[config.mk]
export PLATFORM = sky130hd
export DESIGN_NAME = mul_ctrl
export DESIGN_NICKNAME = d
export VERILOG_FILES = /design/src/rtl/pipeline_pkg.sv /design/src/rtl/mul_datapath.sv /design/src/rtl/mul_ctrl.sv
export SDC_FILE = /design/constraint.sdc
export NUM_CORES = 1
export LEC_CHECK = 0
export BUFFER_PORTS_ARGS = -buffer_cell sky130_fd_sc_hd__buf_2
export CELL_PAD_IN_SITES_DETAIL_PLACEMENT = 1
export CELL_PAD_IN_SITES_GLOBAL_PLACEMENT = 2
export CORE_MARGIN = 5
export CORE_UTILIZATION = 25
export DETAILED_ROUTE_END_ITERATION = 8
export MAX_ROUTING_LAYER = met4
export PLACE_DENSITY_LB_ADDON = 0.15
export SLEW_MARGIN = 25
export SYNTH_ARGS = -nofsm -noshare
export SYNTH_HDL_FRONTEND = slang
export SYNTH_SLANG_ARGS = --single-unit
[constraint.sdc]
create_clock -name clk -period 3 [get_ports clk]
set_clock_uncertainty 0.15 [all_clocks]
set_input_delay 0.45 -clock clk [delete_from_list [all_inputs] [get_ports clk]]
set_output_delay 0.45 -clock clk [all_outputs]
set_load 0.02 [all_outputs]
[src/rtl/pipeline_pkg.sv]
// Shared pipeline types: multiplier FSM states and default datapath width.
package pipeline_pkg;
  localparam int MUL_WIDTH = 32;

  typedef enum logic [1:0] {
    IDLE,
    BUSY,
    DONE
  } mul_state_t;
endpackage

[src/rtl/mul_datapath.sv]
// Shift-add multiplier registers: accumulator, multiplicand and multiplier shifters.
// MUL_EARLY_TERM_EN: report when the multiplier has no set bits left after this step.
module mul_datapath
  import pipeline_pkg::*;
#(
  parameter int WIDTH = MUL_WIDTH
) (
  input  logic             clk,
  input  logic             reset,
  input  logic             load,
  input  logic             step,
  input  logic [WIDTH-1:0] a,
  input  logic [WIDTH-1:0] b,
  output logic [WIDTH-1:0] acc,
  output logic             mplier_done
);
  logic [WIDTH-1:0] mcand, mplier;

  always_ff @(posedge clk or negedge reset) begin
    if (!reset) begin
      mcand  <= '0;
      mplier <= '0;
      acc    <= '0;
    end else if (load) begin
      mcand  <= a;
      mplier <= b;
      acc    <= '0;
    end else if (step) begin
      if (mplier[0]) acc <= acc + mcand;
      mcand  <= mcand << 1;
      mplier <= mplier >> 1;
    end
  end

`ifdef MUL_EARLY_TERM_EN
  // Upper bits clear means the shift in progress leaves the multiplier at zero.
  assign mplier_done = (mplier[WIDTH-1:1] == '0);
`else
  assign mplier_done = 1'b0;
`endif
endmodule

[src/rtl/mul_ctrl.sv]
// Multi-cycle shift-add multiplier control: IDLE/BUSY/DONE FSM, step counter, stall/valid.
// MUL_EARLY_TERM_EN: finish as soon as the multiplier runs out of set bits.
module mul_ctrl
  import pipeline_pkg::*;
#(
  parameter int WIDTH = MUL_WIDTH
) (
  input  logic             clk,
  input  logic             reset,
  input  logic             MulStartE,
  input  logic             FlushE,
  input  logic [WIDTH-1:0] SrcAE,
  input  logic [WIDTH-1:0] SrcBE,
  output logic             MulStallE,
  output logic             MulValidE,
  output logic [WIDTH-1:0] MulResultE
);
  localparam int CW = $clog2(WIDTH + 1);

  mul_state_t       state, state_nxt;
  logic [CW-1:0]    count;
  logic [WIDTH-1:0] acc, res_q;
  logic             load, step, mplier_done, busy_end;

  mul_datapath #(.WIDTH(WIDTH)) u_dp (
    .clk         (clk),
    .reset       (reset),
    .load        (load),
    .step        (step),
    .a           (SrcAE),
    .b           (SrcBE),
    .acc         (acc),
    .mplier_done (mplier_done)
  );

  assign busy_end = (count == CW'(1)) || mplier_done;

  always_comb begin
    state_nxt = state;
    load      = 1'b0;
    step      = 1'b0;
    MulStallE = 1'b0;
    MulValidE = 1'b0;
    case (state)
      IDLE: if (MulStartE && !FlushE) begin
        load      = 1'b1;
        MulStallE = 1'b1;
        state_nxt = BUSY;
      end
      BUSY: begin
        step      = 1'b1;
        MulStallE = 1'b1;
        if (FlushE)        state_nxt = IDLE;
        else if (busy_end) state_nxt = DONE;
      end
      DONE: begin
        MulValidE = !FlushE;
        state_nxt = IDLE;
      end
      default: state_nxt = IDLE;
    endcase
    // Start decode is combinational; keep the stall quiet while held in reset.
    if (!reset) MulStallE = 1'b0;
  end

  always_ff @(posedge clk or negedge reset) begin
    if (!reset) begin
      state <= IDLE;
      count <= '0;
      res_q <= '0;
    end else begin
      state <= state_nxt;
      if (load)      count <= CW'(WIDTH);
      else if (step) count <= count - CW'(1);
      if (state == DONE && !FlushE) res_q <= acc;
    end
  end

  assign MulResultE = (state == DONE) ? acc : res_q;
endmodule

# Word-level counts from Yosys, hierarchy flattened
# Index checks and enable logic that the tools add are counted.
[totals]
input_bits = 68
rom_bits = 0
register_bits = 136
latchBits = 0
ramBits = 0
word_cells = 41
n_memories = 0
out_inout_bits = 34
[classes]
shift = 0
order_cmp = 0
addsub = 2
n_mux = 20
div = 0
bitwise_logic = 0
n_eq_ne = 5
n_mul = 0
n_reduce_logical = 8
[op_table]
columns = ["op", "n"]
rows = [
  ["32-bit 2-to-1 mux", 8],
  ["32-bit adder", 1],
  ["6-bit 2-to-1 mux", 2],
  ["6-bit by 1-bit == test with 1-bit output, second input constant", 1],
  ["2-bit 2-to-1 mux", 3],
  ["6-bit by 1-bit subtractor with 6-bit output, second input constant", 1],
  ["1-bit 2-to-1 mux", 5],
  ["2-bit case mux with 2 select lines", 1],
  ["2-bit AND reduction", 2],
  ["2-bit nonzero test", 2],
  ["3-bit != test, second input constant", 1],
  ["2-bit by 1-bit == test with 1-bit output, second input constant", 1],
  ["2-bit == test, second input constant", 1],
  ["1-bit logical AND", 2],
  ["2-bit logical NOT", 1],
  ["2-bit != test, second input constant", 1],
  ["1-bit case mux with 2 select lines", 1],
  ["1-bit logical NOT", 1],
]

# Logic depth before layout (Yosys ltp)
# Gate-level depths: netlist of the first run.
[depth]
ltp_word = 6
ltp_mapped = 11

# Hierarchy
# From an unflattened synthesis of the first run, not the netlist that was laid out.
[unflattened]
hier_cells = 783
hier_area_um2 = 8046.5
[by_module_without_submodules]
columns = ["mod", "cells_per_inst", "area_each_um2", "instances"]
rows = [
  ["mul_datapath", 637, 5929.4, 1],
  ["mul_ctrl", 146, 2117.0, 1],
]

# Least setup slack after synthesis of the first run
# Ideal clock, no wire load.
[synth_path]
kind = "register -> register"
startpoint = "register u_dp.acc[0]"
endpoint = "register u_dp.acc[26]"
arrival_ns = 2.730
period_less_slack_ns = 3.001
stages_incl_launch_ff = 12
path_slack_ns = -0.001
path_cell_list = "dfrtp_1 ha_1 fa_1 a21o_1 a221oi_2 o221ai_2 a211oi_4 nor2_2 a22o_4 a41oi_2 xnor2_1 a22o_1"
[synth_via]
elab_chain_cells = 4
[synth_rtl]
columns = ["element", "line", "text"]
rows = [
  ["start: declaration", "mul_datapath.sv:14", "output logic [WIDTH-1:0] acc,"],
  ["start signal: assignment", "mul_datapath.sv:29", "if (mplier[0]) acc <= acc + mcand;"],
  ["32-bit adder", "mul_datapath.sv:29", ""],
  ["32-bit 2-to-1 mux", "mul_datapath.sv:29", ""],
  ["32-bit 2-to-1 mux", "mul_datapath.sv:28", "end else if (step) begin"],
  ["32-bit 2-to-1 mux", "mul_datapath.sv:24", "end else if (load) begin"],
]
# Every way passes these cells. The select of a mux whose other input is x is not followed.
# A chain may end at the register's enable or synchronous reset.

# Final worst setup path of the first run
# Same ends and word-level chain as after synthesis.

==> run_results.csv, run 1 <==
group,metric,value,unit
outcome,status,"complete, but fails checks",
outcome,violations,"hold timing",
floorplanning,coreArea,29600,um2
synthesis,syn_inst,786,
placement,gp_congestion,0.746,
worst_setup_path,critical_path.cell_chain,"ha_2, fa_2, a21o_1, a221oi_4, o221ai_2, a211oi_4, nor2_2, a22o_4, a41oi_2, xnor2_1, a22o_1",
final_layout,postLayoutCellArea,9340,um2
global_routing,grtUsageMet1,19.2,%
synthesis,yosys.area.top_type_share,45.5,%
floorplanning,die_w,183,um
synthesis,ys_ff_latch,136,
synthesis,yosys.area.top_type,"dfrtp_1",
power,leakage,4.56,nW
worst_setup_path,crit_start,"u_dp.acc[0]",
synthesis,synth_seq_area_share,45.5,%
power,cellPowerDensity,890,nW/um2
global_routing,gr-usage-met3,2.10,%
clocking,cts-htree-levels,4,
synthesis,async_flop_share,100,%
worst_setup_path,end_kind,"flip-flop",
clocking,clock_latency,0.43,ns
worst_setup_path,required,3.16,ns
synthesis,syn_nets,888,
sta,timing.final.setup_violations,0,
synthesis,ys_top_cells_by_area,"dfrtp_1 45%, mux2_2 9.6%, nand2_1 8.8%",
sta,fmax,342,MHz
sta,setup_tns,0,ns
worst_setup_path,crit_path_max_incr_delay,0.38,ns
sta,setup_ws,0.0744,ns
detailed_routing,drt-total-wl,22200,um
sta,maxSlewViolCount,0,
synthesis,synth_top_flop_cell,"dfrtp_1",
clocking,cts_buffers,17,
worst_setup_path,path_class,"flip-flop to flip-flop",
placement,dpl_cell_area,8690,um2
global_routing,grt_pass1_wl,36600,um
final_layout,layout-drive-gt1-share,30.3,%
sta,tightest_slew,0.892,ns
synthesis,syn_area,7480,um2
detailed_routing,vias,6086,
detailed_routing,dr.pass1.iters,4,
placement,hpwl,15500,um
synthesis,syn_area_per_cell,9.52,um2
clocking,clk_path_buf_depth,2,
clocking,cts.sinks,136,
placement,dp_slack,-0.0397,ns
final_layout,syn2layout_area_growth,24.9,%
floorplanning,start_util,25.3,%
worst_setup_path,r2r_cells,11,
clocking,clk_pin_slew_worst_paths,0.07,ns
final_layout,fin_nets,1009,
global_routing,track_usage,14.0,%
worst_setup_path,r2r_start,"u_dp.acc[0]",
sta,whs,-0.00550,ns
detailed_routing,drc,0,
synthesis,yosys.cell_count.top_type,"nand2_1",
clocking,root_buffer,"clkbuf_16",
synthesis,yosysUniqueCellTypes,58,
worst_setup_path,cp_top_family,"compound AO/OA/AOI/OAI gates",
worst_setup_path,r2r_end,"u_dp.acc[26]",
sta,finalHoldViolCount,3,
sta,fin_crit,2.93,ns
detailed_routing,drt_iter0_drc,171,
sta,fin_crit_sh,97.5,%
floorplanning,fp.dieArea,33500,um2
sta,rsz0062_at_grt,"true",
detailed_routing,ant_nets,0,
detailed_routing,drt-wirelength-per-cell,16.9,um
global_routing,overflow,0,
worst_setup_path,crit_path_top_delay_cell,"dfrtp_1",
synthesis,yosys-top-cells-count,"176 x nand2_1, 136 x dfrtp_1, 64 x mux2_2, 53 x nor2_1, 42 x o21ai_0",
clocking,cts_tree,"done",
power,peakVddDrop,0.000383,V
worst_setup_path,worst-path-max-fanout,3,
global_routing,antenna_found_initial,0,
worst_setup_path,startpoint_type,"flip-flop",
final_layout,antennaDiodeCount,0,
floorplanning,io_pins,102,
worst_setup_path,arrival,3.09,ns
flow_run,cap_violations,0,
detailed_routing,viasPerCell,4.65,
sta,relSlewSlack,40.4,%
worst_hold_path,hold_path.class,"input pin to async pin",
placement,portBuffers,101,
power,p_total,8.32,mW
floorplanning,rows,63,
global_routing,grt_start_max_net_pins,137,
synthesis,yosys_warnings,0,
floorplanning,die_y,183,um
global_routing,grt_use_met2,21.9,%
synthesis,synth-edff-count,0,
global_routing,busiest_layer,"met2",
worst_setup_path,r2r_slack,0.07,ns
global_routing,grt_pass1_vias,6753,
worst_setup_path,critical_path_buf_inv_count,0,
==> metrics by stage <==
stage / cells / hold WS, ns / util [%]
after floorplan: 786 / 0.00441 / -
after global placement: 1277 / 0.313 / 29.4
after detailed placement: 1277 / 0.331 / 29.4
after CTS: 1309 / 0.0656 / 31.4
after global routing: 1310 / 0.0766 / 31.6
final: 1310 / -0.00550 / 31.6
==> flip-flops by register name, indices dropped and copies added, names as in the netlist <==
register	cells
count	6
res_q	32
state	2
u_dp.acc	32
u_dp.mcand	32
u_dp.mplier	32
==> worst max path at each step <==
stage / to / slack [ns] / cells after the start
floorplan: u_dp.acc[26] / 0.05 / 11
global placement: u_dp.acc[26] / 0.03 / 11
detailed placement: u_dp.acc[26] / -0.04 / 11
CTS: u_dp.acc[26] / 0.009 / 11
global route: u_dp.acc[26] / -0.08 / 11
finish: u_dp.acc[26] / 0.07 / 11
==> timing repair <==
item,in CTS,in global routing
setup buffers,0,1
endpoints found under the setup margin,4,10
hold buffers,0,0
gates resized for setup,1,14
pin swaps,3,1
==> cell type report <==
| class | count | area (um2) |
|---|---|---|
| clock inverter | 15 | 166 |
| tap | 390 | 488 |
| timing repair buffer | 149 | 885 |
| fill | 3418 | 20200 |
| inverter | 9 | 33.8 |
| clock buffer | 17 | 425 |
| sequential | 136 | 3400 |
| multi-input combinational | 594 | 3940 |
==> placed cells by master (no fill, tap or decap), types with 9 or more instances in the layout <==
cell       instances
a21o_1            15
a21oi_1           31
a22oi_1           33
a31oi_1           31
buf_2            100
buf_4             47
clkbuf_16         17
dfrtp_1          136
ha_1              30
inv_1              9
mux2_2            64
nand2_1          176
nor2_1            51
o21ai_0           39
xnor2_1           13
xor2_1            14
==> per-layer routing <==
metal / wire (um) / vias to the layer above
met5: 0 / -
met4: 263 / 0
met3: 423 / 17
met2: 10300 / 71
met1: 11200 / 2983
li1: - / 3015
==> power breakdown <==
group	internal (mW)	leakage (nW)	switching [mW]
clock network	1.24	0.287	0.931
logic	1.43	2.53	1.85
registers	2.39	1.75	0.474
==> cell families (layout without fill, tap and decap cells) <==
kind of cell    Yosys count  after routing  share of synthesized area (%)
simple gates            275            275                           15.5
compound gates          190            190                           16.8
flops                   136            136                           45.5
mux                      68             68                           10.2
buf+inv                  56            190                           3.11
fa+ha+maj                34             34                           5.79
xor+xnor                 27             27                           3.16
Power figures use the tool's default switching activity.
==> run 2, diff against run 1 <==
PLACE_DENSITY = 0.66   (was not set)
PLACE_DENSITY_LB_ADDON = not set   (was 0.15)
==> run_results.csv, run 2 (synthesis gave the netlist of run 1 again) <==
group,metric,value,unit
final_layout,final_util,31.9,%
floorplanning,start_util,25.3,%
power,peakVddDrop,0.000400,V
worst_setup_path,crit_path_max_incr_delay,0.39,ns
worst_setup_path,startpoint_type,"flip-flop",
global_routing,overflow,0,
floorplanning,die_w,183,um
floorplanning,rows,63,
sta,finalHoldViolCount,0,
final_layout,ff_latch_area,3400,um2
sta,fin_crit_sh,98.1,%
clocking,hold_buffers,0,
final_layout,most-common-layout-cells,"176 x nand2_1, 136 x dfrtp_1, 100 x buf_2",
power,leakage,4.57,nW
clocking,clock_latency,0.43,ns
placement,dpl.cell_count,1271,
clocking,clk_path_buf_depth,2,
detailed_routing,vias,6105,
placement,dpl_cell_area,8670,um2
sta,timing.final.setup_violations,0,
sta,setup_ws,0.0568,ns
floorplanning,io_pins,102,
sta,fin_crit,2.94,ns
detailed_routing,drt_iter0_drc,241,
sta,maxSlewViolCount,0,
worst_setup_path,end_kind,"flip-flop",
global_routing,grt_pass1_vias,6614,
worst_hold_path,hold_path.class,"input pin to async pin",
global_routing,track_usage,13.4,%
floorplanning,fp.dieArea,33500,um2
placement,portBuffers,101,
outcome,status,"completed",
worst_setup_path,path_class,"flip-flop to flip-flop",
flow_run,cap_violations,0,
detailed_routing,drc,0,
worst_setup_path,critical_path.cell_chain,"ha_2, fa_2, a21o_1, a221oi_4, o221ai_2, a211oi_4, nor2_2, a22o_4, a41oi_2, xnor2_1, a22o_1",
final_layout,instances_no_fill,1310,
global_routing,antenna_found_initial,3,
clocking,cts-htree-levels,4,
final_layout,multi_input_area,3990,um2
final_layout,layout_commonest_cell,"nand2_1",
clocking,cts_tree,"done",
floorplanning,die_y,183,um
final_layout,syn2layout_area_growth,25.9,%
clocking,root_buffer,"clkbuf_16",
clocking,clk_pin_slew_worst_paths,0.06,ns
detailed_routing,dr.pass1.iters,4,
sta,tightest_slew,0.772,ns
worst_setup_path,crit_path_top_delay_cell,"dfrtp_1",
clocking,cts_buffers,17,
detailed_routing,drt-wirelength-per-cell,16.6,um
placement,hpwl,15300,um
clocking,cts.sinks,136,
power,cellPowerDensity,900,nW/um2
worst_setup_path,worst-path-max-fanout,3,
global_routing,grt_start_max_net_pins,137,
placement,dp_slack,-0.0150,ns
placement,gp_congestion,0.798,
final_layout,postLayoutCellArea,9420,um2
detailed_routing,ant_nets,0,
final_layout,layout-drive-gt1-share,30.5,%
sta,fmax,340,MHz
sta,relSlewSlack,48.6,%
final_layout,fin_nets,1006,
floorplanning,coreArea,29600,um2
detailed_routing,drt-total-wl,21700,um
power,p_total,8.47,mW
final_layout,fillers,3441,
global_routing,grt_pass1_wl,35300,um
worst_setup_path,required,3.17,ns
worst_setup_path,arrival,3.11,ns
detailed_routing,viasPerCell,4.66,
sta,rsz0062_at_grt,"true",
==> run 2: worst max-delay path, delay by kind of cell, from the launching register on <==
| kind | cells | cell delay [ns] |
|---|---|---|
| DFF | 1 | 0.39 |
| and+or+nand+nor | 1 | 0.08 |
| adders and majority gates | 2 | 0.55 |
| AOI/OAI and AO/OA | 7 | 1.58 |
| xor gates and xnor gates | 1 | 0.08 |
==> run 2: path summary, 6_finish.rpt <==
check                           startpoint              end  slack [ns]  cells past startpoint
max reg2reg                    u_dp.acc[0]     u_dp.acc[26]        0.06                     11
max in group asynchronous            reset     u_dp.acc[15]        2.11                      2
min reg2reg                u_dp.mplier[26]  u_dp.mplier[26]        0.34                      2
min                                  reset   u_dp.mplier[6]        0.02                      2
max                            u_dp.acc[0]     u_dp.acc[26]        0.06                     11
min in group clk                  SrcAE[0]    u_dp.mcand[0]        0.06                      3
==> run 2: per-stage QoR <==
stage / TNS (ns) / hold slack (ns)
after global routing: -0.120 / 0.0812
after detailed placement: -0.0215 / 0.327
after floorplan: 0 / 0.00441
after global placement: 0 / 0.318
final: 0 / 0.0198
after CTS: 0 / 0.0511
==> run 2: repair_timing <==
action	4_1_cts	5_1_grt
setup buffers	1	3
setup endpoints to repair	3	10
resized for setup	2	19
pin swaps	5	7
==> run 2: power breakdown <==
group | switching [mW] | internal [mW] | total, mW
clock network | 0.909 | 1.33 | 2.24
registers | 0.490 | 2.39 | 2.88
logic | 1.87 | 1.49 | 3.36
==> run 2: cell type report <==
type	count	share of cell area, %
multi-input combinational	594	42.3
sequential	136	36.1
timing repair buffer	146	9.42
tap	390	5.18
clock buffer	17	4.52
clock inverter	15	1.99
inverter	9	0.359
antenna	3	0.0797
==> run 2: layer usage <==
layer	global-route usage [%]	part of all wire, %	up-vias
li1	-	-	3011
met1	17.6	49	3001
met2	21.2	47	72
met3	2.72	3.1	21
met4	3.75	1.3	0
met5	-	0	-
==> run 3, diff against run 2 <==
ABC_CLOCK_PERIOD_IN_PS = 3000   (was not set)
CORE_MARGIN = 2   (was 5)
==> run_results.csv, run 3 (synthesis gave the netlist of run 1 again) <==
group,metric,value,unit
detailed_routing,ant_nets,0,
sta,relSlewSlack,40.3,%
global_routing,grt_pass1_vias,6503,
detailed_routing,drt_iter0_drc,332,
global_routing,overflow,0,
floorplanning,fp.dieArea,31300,um2
clocking,cts.sinks,136,
power,intPower,5.14,mW
final_layout,layout-drive-gt1-share,30.0,%
worst_setup_path,path_class,"flip-flop to flip-flop",
power,pwr-share-seq,34.3,%
final_layout,most-common-layout-cells,"176 x nand2_1, 135 x dfrtp_1, 100 x buf_2",
floorplanning,die_w,177,um
detailed_routing,drt-total-wl,21800,um
global_routing,grt_start_max_net_pins,137,
placement,portBuffers,101,
floorplanning,io_pins,102,
sta,setup_ws,0.113,ns
sta,maxSlewViolCount,0,
worst_setup_path,startpoint_type,"flip-flop",
clocking,cts_buffers,17,
final_layout,fin_nets,1000,
power,cellPowerDensity,901,nW/um2
global_routing,grt_pass1_wl,35300,um
power,pwr-share-clk,26.8,%
clocking,cts_setup_buffers,0,
placement,dp_slack,0.0207,ns
detailed_routing,vias,6132,
final_layout,syn2layout_area_growth,24.9,%
clocking,cts-htree-levels,4,
worst_setup_path,end_kind,"flip-flop",
power,pwr-share-comb,38.9,%
clocking,cts_tree,"done",
global_routing,track_usage,14.8,%
floorplanning,coreArea,29600,um2
sta,fmax,346,MHz
detailed_routing,drc,0,
clocking,clk_pin_slew_worst_paths,0.06,ns
placement,hpwl,14900,um
sta,setup_tns,0,ns
placement,dpl_cell_area,8640,um2
detailed_routing,drt-wirelength-per-cell,16.7,um
sta,timing.final.setup_violations,0,
clocking,clock_latency,0.43,ns
worst_setup_path,worst-path-max-fanout,4,
placement,gp_congestion,0.787,
worst_hold_path,hold_path.class,"input pin to async pin",
detailed_routing,dr.pass1.iters,5,
sta,fin_crit_sh,96.2,%
sta,finalHoldViolCount,27,
power,power_switching,3.28,mW
final_layout,layout_commonest_cell,"nand2_1",
clocking,root_buffer,"clkbuf_16",
floorplanning,rows,63,
final_layout,postLayoutCellArea,9340,um2
power,p_sw_share,39.0,%
floorplanning,start_util,25.3,%
outcome,status,"complete, but fails checks",
sta,whs,-0.0340,ns
power,leakage,4.53,nW
detailed_routing,viasPerCell,4.71,
power,p_total,8.42,mW
worst_setup_path,arrival,3.03,ns
floorplanning,die_y,177,um
outcome,violations,"hold timing",
sta,tightest_slew,0.893,ns
worst_setup_path,required,3.14,ns
global_routing,antenna_found_initial,1,
sta,fin_crit,2.89,ns
flow_run,cap_violations,0,
power,peakVddDrop,0.000453,V
clocking,clk_path_buf_depth,2,
[run 3: path summary, 6_finish.rpt]
check                                start               to  slack [ns]  cells after the start
setup reg to reg               u_dp.acc[4]     u_dp.acc[17]        0.11                     11
hold / removal                       reset        res_q[23]       -0.03                      2
setup / recovery               u_dp.acc[4]     u_dp.acc[17]        0.11                     11
min in group clk                 SrcAE[28]   u_dp.mcand[28]        0.09                      3
hold reg to reg            u_dp.mplier[26]  u_dp.mplier[26]        0.35                      2
max in group asynchronous            reset      u_dp.acc[4]        1.99                      2
[run 3: repair_timing]
item,4_1_cts,5_1_grt
hold buffers,0,0
cloned,0,0
hold endpoints to repair,0,0
pin swaps,1,5
setup endpoints to repair,3,8
gates resized for setup,2,16
[run 3: metrics by stage]
stage / instances / utilization (%)
global placement: 1269 / 29.2
CTS: 1301 / 31.3
floorplan: 786 / -
finish: 1302 / 31.6
detailed placement: 1269 / 29.2
global route: 1302 / 31.6
[run 3: cell type report]
cell class,count,area (um2)
diodes,1,2.50
well taps,390,488
multi-input cells,594,3970
repair buffers,140,830
clock buffers,17,425
flip-flops and latches,136,3400
inverters,9,33.8
fillers,3386,20200
clock inverters,15,190
[run 3: power by group through the flow]
stage / Sequential (mW) / Clock [mW] / Combinational, mW
floorplan: 2.75 / 0 / 2.28
global placement: 2.88 / 0 / 3.16
detailed placement: 2.90 / 0 / 3.19
CTS: 2.88 / 2.31 / 3.22
global route: 2.98 / 2.38 / 3.71
finish: 2.89 / 2.26 / 3.27
[run 3: worst max-delay path, cell delays in order (launching register included)]
cell	delay, ns
dfrtp_2	0.44
ha_4	0.27
a21o_4	0.24
a31o_2	0.22
o211ai_1	0.28
buf_4	0.17
a21oi_1	0.07
o21a_1	0.20
or2_2	0.31
a21oi_2	0.14
xor2_1	0.17
o21ai_0	0.10
[run 3: per-layer routing]
metal / up-vias / track usage, % / share of wire [%]
met5: - / - / 0
met4: 0 / 4.13 / 1.2
met3: 16 / 2.32 / 2.8
met2: 79 / 23.2 / 47
met1: 3044 / 19.7 / 49
li1: 2993 / - / -
